--- src/rtl/twi_ctrl_if.sv ---
// ============================================================================
// twi_ctrl_if : twiddle-set handshake bundle between twi_ctrl and the
//               butterfly datapath (valid/ready plus address, bank, stage).
// Revision    : 1.0 - initial release
// ============================================================================
`default_nettype none

interface twi_ctrl_if #(
  parameter int ADDR_W = 10
);
  logic              twi_valid;
  logic              twi_ready;
  logic [ADDR_W-1:0] twi_addr;
  logic              BN_wire;
  logic [1:0]        stage_idx;

  modport master (
    output twi_valid,
    output twi_addr,
    output BN_wire,
    output stage_idx,
    input  twi_ready
  );

  modport slave (
    input  twi_valid,
    input  twi_addr,
    input  BN_wire,
    input  stage_idx,
    output twi_ready
  );
endinterface

`default_nettype wire

--- src/rtl/twi_ctrl.sv ---
// ============================================================================
// twi_ctrl : twiddle-factor sequencer for the radix-16 memory-based FFT.
//            Optional one-cycle inter-stage bubble: TWI_CTRL_STAGE_GAP_EN.
// Revision : 1.0 - initial release
// ============================================================================
`default_nettype none

module twi_ctrl #(
  parameter int ADDR_W = 10,
  parameter int GROUPS = 1024,
  parameter int STAGES = 4
) (
  input  wire logic   clk,
  input  wire logic   rst_n,
  input  wire logic   start,
  input  wire logic   abort,
  output logic        busy,
  output logic        done,
  twi_ctrl_if.master  twi
);

  localparam logic [1:0] IDLE = 2'd0;
  localparam logic [1:0] RUN  = 2'd1;
  localparam logic [1:0] GAP  = 2'd2;
  localparam logic [1:0] DONE = 2'd3;

  localparam logic [ADDR_W-1:0] G_LAST = ADDR_W'(GROUPS - 1);
  localparam logic [1:0]        S_LAST = 2'(STAGES - 1);

  logic [1:0]        state_q, state_d;
  logic [ADDR_W-1:0] g_q, g_d;
  logic [1:0]        s_q, s_d;
  logic              valid_q, valid_d;
  logic [ADDR_W-1:0] addr_q, addr_d;
  logic              bn_q, bn_d;
  logic              busy_q, busy_d;
  logic              done_q, done_d;

  logic [ADDR_W-1:0] g_inc;
  logic              xfer;

  always_comb begin
    state_d = state_q;
    g_d     = g_q;
    s_d     = s_q;
    valid_d = valid_q;
    addr_d  = addr_q;
    bn_d    = bn_q;
    busy_d  = busy_q;
    done_d  = 1'b0;
    g_inc   = g_q + 1'b1;
    xfer    = valid_q && twi.twi_ready;

    // abort outranks both a pending transfer and the DONE pulse
    if (abort && (state_q != IDLE)) begin
      state_d = IDLE;
      g_d     = '0;
      s_d     = '0;
      valid_d = 1'b0;
      addr_d  = '0;
      bn_d    = 1'b0;
      busy_d  = 1'b0;
    end else begin
      case (state_q)
        IDLE: begin
          if (start && !abort) begin
            state_d = RUN;
            g_d     = '0;
            s_d     = '0;
            valid_d = 1'b1;
            addr_d  = '0;
            bn_d    = 1'b0;
            busy_d  = 1'b1;
          end
        end
        RUN: begin
          if (xfer) begin
            if (g_q != G_LAST) begin
              g_d    = g_inc;
              addr_d = g_inc << {s_q, 2'b00};
              bn_d   = ^g_inc;
            end else if (s_q == S_LAST) begin
              state_d = DONE;
              valid_d = 1'b0;
              done_d  = 1'b1;
            end else begin
              // first group of the next stage always maps to address 0, bank 0
              g_d    = '0;
              s_d    = s_q + 1'b1;
              addr_d = '0;
              bn_d   = 1'b0;
`ifdef TWI_CTRL_STAGE_GAP_EN
              state_d = GAP;
              valid_d = 1'b0;
`endif
            end
          end
        end
        GAP: begin
          state_d = RUN;
          valid_d = 1'b1;
        end
        DONE: begin
          state_d = IDLE;
          busy_d  = 1'b0;
          g_d     = '0;
          s_d     = '0;
          addr_d  = '0;
          bn_d    = 1'b0;
        end
        default: state_d = IDLE;
      endcase
    end
  end

  always_ff @(posedge clk or negedge rst_n) begin
    if (!rst_n) begin
      state_q <= IDLE;
      g_q     <= '0;
      s_q     <= '0;
      valid_q <= 1'b0;
      addr_q  <= '0;
      bn_q    <= 1'b0;
      busy_q  <= 1'b0;
      done_q  <= 1'b0;
    end else begin
      state_q <= state_d;
      g_q     <= g_d;
      s_q     <= s_d;
      valid_q <= valid_d;
      addr_q  <= addr_d;
      bn_q    <= bn_d;
      busy_q  <= busy_d;
      done_q  <= done_d;
    end
  end

  assign twi.twi_valid = valid_q;
  assign twi.twi_addr  = addr_q;
  assign twi.BN_wire   = bn_q;
  assign twi.stage_idx = s_q;
  assign busy          = busy_q;
  assign done          = done_q;

endmodule

`default_nettype wire

--- src/flat_wrapper.sv ---
// flat-port wrapper written by rule: the top's interface ports become plain ports
module twi_ctrl_flat 
#(
  parameter int ADDR_W = 10,
  parameter int GROUPS = 1024,
  parameter int STAGES = 4
)
  (clk, rst_n, start, abort, busy, done, twi_twi_valid, twi_twi_addr, twi_BN_wire, twi_stage_idx, twi_twi_ready);
  twi_ctrl_if #(.ADDR_W(ADDR_W)) twi_i ();
  input  wire logic clk;
  input  wire logic rst_n;
  input  wire logic start;
  input  wire logic abort;
  output logic busy;
  output logic done;
  output wire logic [$bits(twi_i.twi_valid)-1:0] twi_twi_valid;
  output wire logic [$bits(twi_i.twi_addr)-1:0] twi_twi_addr;
  output wire logic [$bits(twi_i.BN_wire)-1:0] twi_BN_wire;
  output wire logic [$bits(twi_i.stage_idx)-1:0] twi_stage_idx;
  input wire logic [$bits(twi_i.twi_ready)-1:0] twi_twi_ready;
  assign twi_twi_valid = twi_i.twi_valid;
  assign twi_twi_addr = twi_i.twi_addr;
  assign twi_BN_wire = twi_i.BN_wire;
  assign twi_stage_idx = twi_i.stage_idx;
  assign twi_i.twi_ready = twi_twi_ready;
  twi_ctrl #(.ADDR_W(ADDR_W), .GROUPS(GROUPS), .STAGES(STAGES)) u_core (.clk(clk), .rst_n(rst_n), .start(start), .abort(abort), .busy(busy), .done(done), .twi(twi_i));
endmodule
--- config.mk ---
export PLATFORM = sky130hd
export DESIGN_NAME = twi_ctrl_flat
export DESIGN_NICKNAME = d
export VERILOG_FILES = /design/src/rtl/twi_ctrl_if.sv /design/src/rtl/twi_ctrl.sv /design/src/flat_wrapper.sv
export SDC_FILE = /design/constraint.sdc
export NUM_CORES = 1
export LEC_CHECK = 0
export CAP_MARGIN = 20
export CORE_MARGIN = 4
export CORE_UTILIZATION = 40
export DETAILED_ROUTE_END_ITERATION = 8
export HOLD_SLACK_MARGIN = 0.08
export SLEW_MARGIN = 5
export SYNTH_ARGS = -nofsm -noshare
export SYNTH_HDL_FRONTEND = slang
export SYNTH_SLANG_ARGS = --single-unit
--- constraint.sdc ---
create_clock -name clk -period 2.93 [get_ports clk]
set_clock_uncertainty 0.05 [all_clocks]
set_input_delay 0.586 -clock clk [delete_from_list [all_inputs] [get_ports clk]]
set_output_delay 0.586 -clock clk [all_outputs]
set_load 0.03 [all_outputs]
## After elaboration in Yosys (flattened, before gate mapping)

Index checks and enable logic that the tools add are counted.

- Bits in registers: 28
- Output and inout bits: 16
- Word-level logic and storage cells: 78

- Add/sub/neg operators: 2
- Eq/ne operators: 11
- Shift-type cells: 1
- Mux-type cells: 41
- Reductions and logical operators: 15

Operator list:

| operator | number |
|---|---|
| $mux W10 | 8 |
| $pmux W10 S3 | 2 |
| $mux W2 | 10 |
| $mux W1 | 16 |
| $add A10 B1 Y10 const B | 1 |
| $ne A10 B10 Y1 const B | 1 |
| $reduce_and A5 Y1 | 2 |
| $reduce_xor A10 Y1 | 1 |
| $shl A10 B4 Y10 | 1 |
| $ne A3 B1 Y1 const B | 3 |
| $pmux W2 S4 | 1 |
| $reduce_and A4 Y1 | 2 |
| $reduce_bool A4 Y1 | 2 |
| $eq A2 B2 Y1 const B | 3 |
| $ne A3 B2 Y1 const B | 2 |
| $pmux W1 S3 | 2 |
| $pmux W2 S3 | 1 |
| $ne A4 B2 Y1 const B | 1 |
| $logic_and A1 B1 Y1 | 3 |
| $reduce_bool A3 Y1 | 1 |
| $add A2 B1 Y2 const B | 1 |
| $eq A2 B1 Y1 const B | 1 |
| $logic_not A2 Y1 | 1 |
| $pmux W1 S2 | 1 |
| other kinds (3) | 3 |

## Longest topological paths before layout

- Depth in word-level cells: 6
- Depth in mapped cells: 10
- Mapped depth without buffers: 8

## Least setup slack after synthesis

No wires, ideal clock.

- Path kind: reg2reg
- From: register u_core.g_q[0]
- To: register u_core.bn_q, in the netlist u_core.twi.BN_wire
- Library setup time: 0.121 ns
- Arrival: 2.071 ns
- Data required time: 2.759 ns
- Path slack: 0.688 ns
- Cell stages (with the launch flop): 9
- Cell sequence: dfrtp_1 -> ha_1 -> clkbuf_2 -> nand2_1 -> nor2_1 -> xnor3_1 -> xor3_1 -> xnor2_1 -> a22o_2

- Cells in the longest elaborated chain, start to end: 6

RTL lines:

| what | RTL line | RTL |
|---|---|---|
| start, declared | twi_ctrl.sv:31 | `logic [ADDR_W-1:0] g_q, g_d;` |
| start signal, assigned | twi_ctrl.sv:128 | `g_q <= g_d;` |
| $add A10 B1 Y10 | twi_ctrl.sv:51 | `g_inc = g_q + 1'b1;` |
| $reduce_xor A10 Y1 | twi_ctrl.sv:81 | `bn_d = ^g_inc;` |
| $mux W1 | twi_ctrl.sv:78 | `if (g_q != G_LAST) begin` |
| $mux W1 | twi_ctrl.sv:77 | `if (xfer) begin` |
| $pmux W1 S3 | twi_ctrl.sv:64 | `case (state_q)` |
| $mux W1 | twi_ctrl.sv:55 | `if (abort && (state_q != IDLE)) begin` |
| end signal, assigned | twi_ctrl.sv:132 | `bn_q <= bn_d;` |
| end, declared | twi_ctrl.sv:35 | `logic bn_q, bn_d;` |

Parallel ways exist; a longest one is shown, timed or not. The select of a mux whose other input is x is not followed.
A chain may end at the register's enable or synchronous reset.

## Worst setup path in the final report

- From: input port abort
- To: register u_core.addr_q[3], in the netlist u_core.twi.twi_addr[3]

- Cells in the longest elaborated chain, start to end: 4

RTL lines:

| what | RTL line | RTL |
|---|---|---|
| start, declared | flat_wrapper.sv:13 | `input wire logic abort;` |
| $logic_not A1 Y1 | twi_ctrl.sv:66 | `if (start && !abort) begin` |
| $logic_and A1 B1 Y1 | twi_ctrl.sv:66 |  |
| $ne A3 B1 Y1 (no line) | n/a |  |
| $reduce_and A4 Y1 (no line) | n/a |  |
| end signal, assigned | twi_ctrl.sv:131 | `addr_q <= addr_d;` |
| end, declared | twi_ctrl.sv:34 | `logic [ADDR_W-1:0] addr_q, addr_d;` |

Parallel ways exist; a longest one is shown, timed or not.

==> flow_summary.json <==
{
  "clock_path_buffers": 2,
  "grt_pass1_wl_mm": 6.96,
  "cts_hold_buffers": 0,
  "multi_input_area_um2": 942,
  "synthFlopType": "dfrtp_1",
  "initial_core_util_pct": 42.0,
  "vdd.ir_drop.worst_mv": 0.606,
  "ctsResizeCount": 0,
  "critPathMaxFanout": 6,
  "grt_use_met1_pct": 21.7,
  "busiest_layer": "met2",
  "min_period_over_period_pct": 88.6,
  "synth_edf_count": 0,
  "gr-total-overflow": 0,
  "grt_max_degree": 29,
  "drt_wl_total_mm": 3.99,
  "min_period_ps": 2600,
  "grt_pass1_vias": 1438,
  "routabilityCongestion": 0.921,
  "viasPerCell": 5.52,
  "ys_seq_area_share_pct": 40.8,
  "portBuffers": 20,
  "core_area_um2": 4090,
  "post-dp-hpwl_mm": 3.01,
  "final_hold_viol_count": 0,
  "tns_ps": 0,
  "firstDrtPassIters": 4,
  "crit_path_end_kind": "register",
  "crit_type": "in -> reg",
  "setup_violations": 0,
  "power_density_nw_per_um2": 960,
  "arrival_ps": 2740,
  "setup_slack_ps": 335,
  "syn_inst": 186,
  "synthArstFlopShare_pct": 100,
  "cts_tree": "built",
  "min_path_type": "reg -> reg",
  "ff_latch_area_um2": 701,
  "grt_antenna_before_repair": 0,
  "use_met2_pct": 27.9,
  "relSlewSlack_pct": 65.0,
  "insertion_delay_ps": 280,
  "syn_nets": 197,
  "yosys_warnings": 0,
  "cts_sinks": 28,
  "core.rowCount": 23,
  "clk_pin_slew_ps": 100,
  "drt-initial-drc-count": 64,
  "dieHeight_um": 73.5,
  "synth_cell_types": 43,
  "nets": 220,
  "fmax_mhz": 385,
  "synthesis.area_um2": 1720,
  "p_leak_nw": 0.900,
  "n_fill_cell": 409,
  "worstMarginPinSlew_ps": 525,
  "wl_per_cell_um": 15.4,
  "drive_above_1_share_pct": 8.65,
  "cts_setup_buffers": 0,
  "grtUsageMet3_pct": 2.19,
  "cts_root_buffer": "clkbuf_8",
  "postRouteAntennaNets": 0,
  "ff2ff_path_depth": 7,
  "fp.dieW_um": 73.5,
  "outcome": "complete, no violations",
  "htreeDepth": 1,
  "ys_ff_latch": 28,
  "rsz0062_at_grt": "no",
  "layout_common_cells": "nand2_1 (28), dfrtp_1 (28), o21ai_0 (22), clkdlybuf4s50_1 (20), nor2_1 (12)",
  "drc": 0,
  "die_area_um2": 5400,
  "maxSlewViolCount": 0,
  "syn_to_final_growth_pct": 18.9,
  "place_ws_ps": 80.0,
  "vias": 1423,
  "n_antenna_cell": 0,
  "avgSynthCellArea_um2": 9.23,
  "startpoint_type": "primary input",
  "hold_path_depth": 2,
  "cp.required_ps": 3080,
  "maxCapViolCount": 0,
  "cts-buffers-inserted": 3,
  "ios": 21,
  "grt_use_total_pct": 16.5
}
## flip-flops by register name, summed over array words and instances, names as in the netlist
signal,count
u_core.g_q,10
u_core.twi.stage_idx,2
u_core.done,1
u_core.twi.twi_addr,10
u_core.state_q,2
u_core.busy,1
u_core.twi.BN_wire,1
u_core.twi.twi_valid,1
## cell usage after synthesis, drive strengths merged, types with 5 or more instances
cell	number	area, um^2
nand3	5	25.0
a22o	5	45.0
ha	6	75.1
o31ai	5	37.5
inv	5	18.8
xor2	6	52.6
nor2	12	45.0
dfrtp	28	701
nand2	29	111
xnor2	6	52.6
a21oi	8	40.0
o21ai	23	119
## path summary, 6_finish.rpt
kind	start	endpoint	slack [ps]
setup / recovery	abort	u_core.twi.twi_addr[3]	330
hold / removal	u_core.twi.twi_addr[6]	u_core.twi.twi_addr[6]	420
setup reg to reg	u_core.g_q[0]	u_core.twi.BN_wire	500
hold reg to reg	u_core.twi.twi_addr[6]	u_core.twi.twi_addr[6]	420
max in group asynchronous	rst_n	u_core.g_q[0]	1940
min in group asynchronous	rst_n	u_core.g_q[5]	630
## final cells by class
cell class,count,area share [%]
Sequential cell,28,34.3
Clock buffer,3,2.02
Inverter,5,0.920
Tap cell,50,3.07
Timing Repair Buffer,26,12.0
Clock inverter,1,1.47
Multi-Input combinational cell,145,46.2
## power by group
| part | leakage, nW | switching (mW) | total, mW | internal, mW |
|---|---|---|---|---|
| combinational | 0.486 | 0.635 | 1.08 | 0.448 |
| sequential | 0.379 | 0.0849 | 0.570 | 0.485 |
| clock | 0.0357 | 0.123 | 0.306 | 0.183 |
| total | 0.900 | 0.842 | 1.96 | 1.12 |
## critical path, stage by stage
cell and delay [ps]:
clkdlybuf4s50_1 480, nand2b_1 220, a222oi_1 550, o21ai_2 160, or4_1 560, o21ai_0 180
## metrics by stage
step	total power, mW	hold WS [ps]	util (%)	cell area [um^2]	std cells
2_1_floorplan	1.33	240	-	1720	186
3_3_place_gp	1.65	407	48.2	1970	254
3_5_place_dp	1.67	405	48.2	1970	254
4_1_cts	1.98	429	49.9	2040	258
5_1_grt	2.12	461	49.9	2040	258
6_report	1.96	419	49.9	2040	258
## metal layers
layer | wire length [um] | vias to the layer above
li1 | - | 708
met4 | 61 | 0
met3 | 100 | 6
met1 | 1830 | 689
met5 | 0 | -
met2 | 1990 | 20
## kinds of logic after synthesis
| kind of cell | after synthesis | share of synthesized area, % |
|---|---|---|
| mux | 3 | 1.82 |
| xor+xnor | 15 | 10.1 |
| compound gates | 50 | 18.3 |
| fa+ha+maj | 6 | 4.37 |
| buf+inv | 13 | 4.30 |
| flops | 28 | 40.8 |
| simple gates | 71 | 20.3 |
(Power assumes the default switching activity.)
